===== src/rtl/tod_pkg.sv =====
// Shared field widths, limits and 12-hour display encoding for the
// time-of-day counter.
package tod_pkg;

  localparam int HR_W  = 5;
  localparam int MIN_W = 6;
  localparam int SEC_W = 6;

  localparam logic [HR_W-1:0]  HR_MAX  = 5'd23;
  localparam logic [MIN_W-1:0] MIN_MAX = 6'd59;
  localparam logic [SEC_W-1:0] SEC_MAX = 6'd59;

  // Internal hour is 0-23; midnight and noon both show as 12.
  function automatic logic [HR_W-1:0] to_12h(input logic [HR_W-1:0] hr);
    if (hr == 5'd0)
      return 5'd12;
    else if (hr > 5'd12)
      return hr - 5'd12;
    else
      return hr;
  endfunction

endpackage


===== src/rtl/tod_tick_prescaler.sv =====
// Divides kh_clk down to the sub-second tick; holds while run is low and
// restarts its count when a time load is accepted.
module tod_tick_prescaler #(
  parameter int TICK_DIV = 1
) (
  input  logic kh_clk,
  input  logic reset,
  input  logic run,
  input  logic clr,
  output logic tick
);

  localparam int CNT_W = (TICK_DIV > 1) ? $clog2(TICK_DIV) : 1;
  localparam logic [CNT_W-1:0] CNT_LAST = CNT_W'(TICK_DIV - 1);

  logic [CNT_W-1:0] cnt;

  assign tick = run && (cnt == CNT_LAST);

  always_ff @(posedge kh_clk) begin
    if (reset)
      cnt <= '0;
    else if (clr)
      cnt <= '0;
    else if (run)
      cnt <= tick ? '0 : cnt + CNT_W'(1);
  end

endmodule


===== src/rtl/time_of_day_counter.sv =====
// Time-of-day counter: hr/min/sec/sub cascade with validated load,
// one-shot alarm and runtime 12/24-hour display encoding.
module time_of_day_counter
  import tod_pkg::*;
#(
  parameter int TICK_DIV    = 1,
  parameter int SUB_PER_SEC = 1000,
  parameter int SUB_W       = $clog2(SUB_PER_SEC),
  parameter int DISP_W      = 17 + SUB_W
) (
  input  logic              kh_clk,
  input  logic              reset,
  input  logic              run,
  input  logic              mode_24,
  input  logic              load_valid,
  input  logic [4:0]        load_hr,
  input  logic [5:0]        load_min,
  input  logic [5:0]        load_sec,
  output logic              load_err,
  input  logic              alarm_wr,
  input  logic [4:0]        alarm_hr,
  input  logic [5:0]        alarm_min,
  output logic              alarm_hit,
  output logic [DISP_W-1:0] disp_time,
  output logic              pm
);

  localparam logic [SUB_W-1:0] SUB_LAST = SUB_W'(SUB_PER_SEC - 1);

  logic             tick;
  logic             load_ok;
  logic             load_take;
  logic             alarm_match;

  logic [HR_W-1:0]  hr,  hr_n;
  logic [MIN_W-1:0] min, min_n;
  logic [SEC_W-1:0] sec, sec_n;
  logic [SUB_W-1:0] sub, sub_n;

  logic [HR_W-1:0]  alarm_hr_q;
  logic [MIN_W-1:0] alarm_min_q;
  logic             armed;
  logic [HR_W-1:0]  disp_hr;

  assign load_ok   = (load_hr <= HR_MAX) && (load_min <= MIN_MAX) && (load_sec <= SEC_MAX);
  assign load_take = load_valid && load_ok;

  tod_tick_prescaler #(
    .TICK_DIV (TICK_DIV)
  ) u_prescaler (
    .kh_clk (kh_clk),
    .reset  (reset),
    .run    (run),
    .clr    (load_take),
    .tick   (tick)
  );

  always_comb begin
    sub_n = sub + SUB_W'(1);
    sec_n = sec;
    min_n = min;
    hr_n  = hr;
    if (sub == SUB_LAST) begin
      sub_n = '0;
      sec_n = sec + 6'd1;
      if (sec == SEC_MAX) begin
        sec_n = '0;
        min_n = min + 6'd1;
        if (min == MIN_MAX) begin
          min_n = '0;
          hr_n  = (hr == HR_MAX) ? 5'd0 : hr + 5'd1;
        end
      end
    end
  end

  // Out-of-range alarm fields can never equal a legal next time, so they never fire.
  assign alarm_match = armed && (hr_n == alarm_hr_q) && (min_n == alarm_min_q)
                       && (sec_n == '0) && (sub_n == '0);

  always_ff @(posedge kh_clk) begin
    if (reset) begin
      hr          <= '0;
      min         <= '0;
      sec         <= '0;
      sub         <= '0;
      alarm_hr_q  <= '0;
      alarm_min_q <= '0;
      armed       <= 1'b0;
      load_err    <= 1'b0;
      alarm_hit   <= 1'b0;
    end else begin
      load_err  <= load_valid && !load_ok;
      alarm_hit <= 1'b0;
      if (load_take) begin
        hr  <= load_hr;
        min <= load_min;
        sec <= load_sec;
        sub <= '0;
      end else if (tick) begin
        hr  <= hr_n;
        min <= min_n;
        sec <= sec_n;
        sub <= sub_n;
        if (alarm_match && !alarm_wr) begin
          alarm_hit <= 1'b1;
          armed     <= 1'b0;
        end
      end
      if (alarm_wr) begin
        alarm_hr_q  <= alarm_hr;
        alarm_min_q <= alarm_min;
        armed       <= 1'b1;
      end
    end
  end

  assign disp_hr   = mode_24 ? hr : to_12h(hr);
  assign disp_time = {disp_hr, min, sec, sub};
  assign pm        = (hr >= 5'd12);

endmodule


===== config.mk =====
export PLATFORM = sky130hd
export DESIGN_NAME = time_of_day_counter
export DESIGN_NICKNAME = d
export VERILOG_FILES = /design/src/rtl/tod_pkg.sv /design/src/rtl/tod_tick_prescaler.sv /design/src/rtl/time_of_day_counter.sv
export SDC_FILE = /design/constraint.sdc
export NUM_CORES = 1
export LEC_CHECK = 0
export CORE_UTILIZATION = 52
export CTS_BUF_LIST = sky130_fd_sc_hd__clkbuf_2 sky130_fd_sc_hd__clkbuf_4 sky130_fd_sc_hd__clkbuf_8
export DETAILED_ROUTE_END_ITERATION = 8
export GPL_TIMING_DRIVEN = 0
export PLACE_DENSITY = 0.81
export SLEW_MARGIN = 20
export SYNTH_ARGS = -nofsm -noshare
export SYNTH_HDL_FRONTEND = slang
export SYNTH_HIERARCHICAL = 1
export SYNTH_SLANG_ARGS = --single-unit

===== constraint.sdc =====
create_clock -name kh_clk -period 4.8 [get_ports kh_clk]
set_input_delay 1.2 -clock kh_clk [delete_from_list [all_inputs] [get_ports kh_clk]]
set_output_delay 1.2 -clock kh_clk [all_outputs]
set_load 0.05 [all_outputs]

==> flow_metrics.env <==
export IMPL_yosys_area_top_type="dfxtp_1"
export IMPL_maxCapViolations=0
export IMPL_rsz0062_at_grt="no"
export IMPL_n_antenna_cell=0
export IMPL_synth_cells_most_frequent="46 x nor2_1, 42 x dfxtp_1, 36 x nand2_1"
export IMPL_remaining_drc_errors=0
export IMPL_ys_ff_latch=42
export IMPL_antenna_found_initial=0
export IMPL_port_buffers=62
export IMPL_seqPwrFrac_pct=44.2
export IMPL_root_buffer="clkbuf_8"
export IMPL_firstDrtPassIters=5
export IMPL_area_growth_pct=25.79
export IMPL_worst_hold_path_endpoint="u_prescaler/cnt"
export IMPL_drt_total_wl_mm=9.748
export IMPL_holdCritStartpoint="u_prescaler/cnt"
export IMPL_std_cell_rows=27
export IMPL_p_switching_uw=308.3
export IMPL_netlist_instances=402
export IMPL_clkLatencyLatePin_ns=0.30
export IMPL_internal_power_uw=585.0
export IMPL_rr_endpoint="alarm_hit"
export IMPL_fp_dieH_um=78.91
export IMPL_endpoint_kind="primary output"
export IMPL_final_hold_violation_count=0
export IMPL_p_leak_nw=1.393
export IMPL_ys_flop_type="dfxtp_1"
export IMPL_yosysMostFrequentCell="nor2_1"
export IMPL_setup_slack_ns=0.6455
export IMPL_synth_cell_types=65
export IMPL_cp_arrival_ns=2.95
export IMPL_final_max_slew_viol_count=0
export IMPL_clock_path_buffers=2
export IMPL_routabilityCongestion=0.9320
export IMPL_cts_tree="done"
export IMPL_worst_hold_path_type="reg -> reg"
export IMPL_vdd_ir_drop_worst_mv=0.1464
export IMPL_ctsHoldBuffers=0
export IMPL_dpl_worst_slack_ns=0.6463
export IMPL_worst_slew_pin_slew_ns=0.7096
export IMPL_clock_skew_ns=0.007905
export IMPL_cp_max_fo=5
export IMPL_nets=513
export IMPL_fp_dieW_um=78.91
export IMPL_swShare_pct=34.51
export IMPL_reg2reg_from="sub[0]"
export IMPL_synth_warnings=6
export IMPL_slew_headroom_pct=52.69
export IMPL_async_flop_share_pct=0
export IMPL_yosysTopAreaCellShare_pct=27.34
export IMPL_worstPathRequired_ns=3.60
export IMPL_grt_pass1_vias=3219
export IMPL_worst_setup_path_type="in -> out"
export IMPL_outcome="finished clean"
export IMPL_critPathLaunchType="input port"
export IMPL_drive_gt1_share_pct=5.532
export IMPL_drtIter0Drc=345
export IMPL_period_share_pct=86.55
export IMPL_grt_pass1_wl_mm=15.86
export IMPL_vias=3481
export IMPL_initial_utilization_pct=54.84
export IMPL_coreArea_um2=5608
export IMPL_fin_crit_ns=4.154
export IMPL_cts_setup_buffers=0
export IMPL_reg2reg_depth=10
export IMPL_ant_nets=0
export IMPL_htree_levels=2
export IMPL_via_per_inst=6.423
export IMPL_clk_pin_slew_ns=0.08
export IMPL_fmax_mhz=240.7
export IMPL_wire_per_inst_um=17.99
export IMPL_syn_area_per_cell_um2=7.650
export IMPL_overflow=0
export IMPL_power_frac_clock_pct=26.0
export IMPL_synth_edf_count=0
export IMPL_syn_area_um2=3075
export IMPL_cts_buffers=5
export IMPL_synth_fp_nets=444
export IMPL_hold_depth=1
export IMPL_finalSetupViolCount=0
export IMPL_synth_area_leaders="dfxtp_1 27%, nor2_1 5.6%, mux2i_1 5.5%"
export IMPL_cts_sinks=42
export IMPL_setup_tns_ns=0
export IMPL_cts_repair_resized=0
export IMPL_p_comb_share_pct=29.8
export IMPL_r2r_setup_slack_ns=1.59
export IMPL_grt_max_degree=12
export IMPL_power_density_nw_per_um2=230.9
export IMPL_grtUsageTotal_pct=32.76
export IMPL_die_area_um2=6226
export IMPL_io_pins=64
export IMPL_ys_seq_area_share_pct=27.34
export IMPL_dp_hpwl_mm=7.094
[registers in the layout, summed over array words and instances, names as in the netlist, 5 cells and up]
| name | flops |
|---|---|
| sec | 6 |
| min | 6 |
| sub | 10 |
| hr | 5 |
| alarm_min_q | 6 |
| alarm_hr_q | 5 |
[metal layers]
layer / wire length (µm) / GRT usage, %
met5: 0 / 0
met4: 189 / 11.45
met3: 901 / 5.977
met2: 4475 / 52.78
met1: 4181 / 43.75
[worst max path at each step]
stage                                to  slack (ns)     from
after floorplan           disp_time[25]        1.55  mode_24
after global placement    disp_time[25]        0.65  mode_24
after detailed placement  disp_time[25]        0.65  mode_24
after CTS                 disp_time[25]        0.64  mode_24
after global routing      disp_time[25]        0.58  mode_24
final                     disp_time[25]        0.65  mode_24
[cell type report]
type	count	area (µm²)
Tap cell	72	90.09
Sequential cell	42	840.8
Inverter	10	37.54
Fill cell	524	1739
Buffer	29	132.6
Timing Repair Buffer	62	620.6
Clock buffer	6	82.58
Multi-Input combinational cell	321	2064
[power groups by stage]
stage	combinational, mW	clock (mW)	sequential [mW]
2_1_floorplan	0.133	0	0.430
3_3_place_gp	0.257	0	0.401
3_5_place_dp	0.261	0	0.401
4_1_cts	0.263	0.232	0.394
5_1_grt	0.284	0.249	0.398
6_report	0.266	0.232	0.395
[metrics by stage]
step	cell area, µm²	cells	total power [mW]	utilization [%]	hold slack [ns]
finish	3869	542	0.8933	68.99	0.4983
global route	3869	542	0.9315	68.99	0.5138
CTS	3869	542	0.8888	68.99	0.5015
detailed placement	3786	536	0.6628	67.51	0.4905
global placement	3786	536	0.6580	67.51	0.4855
floorplan	3075	402	0.5623	-	0.4740
[cell usage in the layout, fill, tap and decap left out, drive strengths merged, types with 8 or more instances in the layout]
master / Yosys / layout
a211oi: 11 / 11
a21oi: 18 / 18
a311oi: 8 / 8
buf: 10 / 10
clkbuf: 19 / 25
clkdlybuf4s50: 0 / 62
dfxtp: 42 / 42
ha: 8 / 8
inv: 10 / 10
mux2i: 17 / 17
nand2: 36 / 36
nand3: 17 / 17
nand4: 11 / 11
nor2: 46 / 46
nor3: 17 / 17
o21ai: 26 / 26
xor2: 8 / 8
[worst max-delay path, cell delays in order]
cell             delay [ns]
clkdlybuf4s50_1        0.46
or3_1                  0.38
o211ai_1               0.09
clkdlybuf4s50_1        0.82
[kinds of logic after synthesis]
group | count (synthesis) | synth area share [%]
buffers and inverters | 39 | 5.533
AO/OA/AOI/OAI | 101 | 22.21
AND/OR/NAND/NOR | 178 | 31.04
adder cells (fa/ha/maj) | 8 | 3.255
XOR/XNOR | 14 | 3.987
multiplexers | 20 | 6.631
flip-flops | 42 | 27.34
Note: power is estimated with default switching activity, not from simulation.
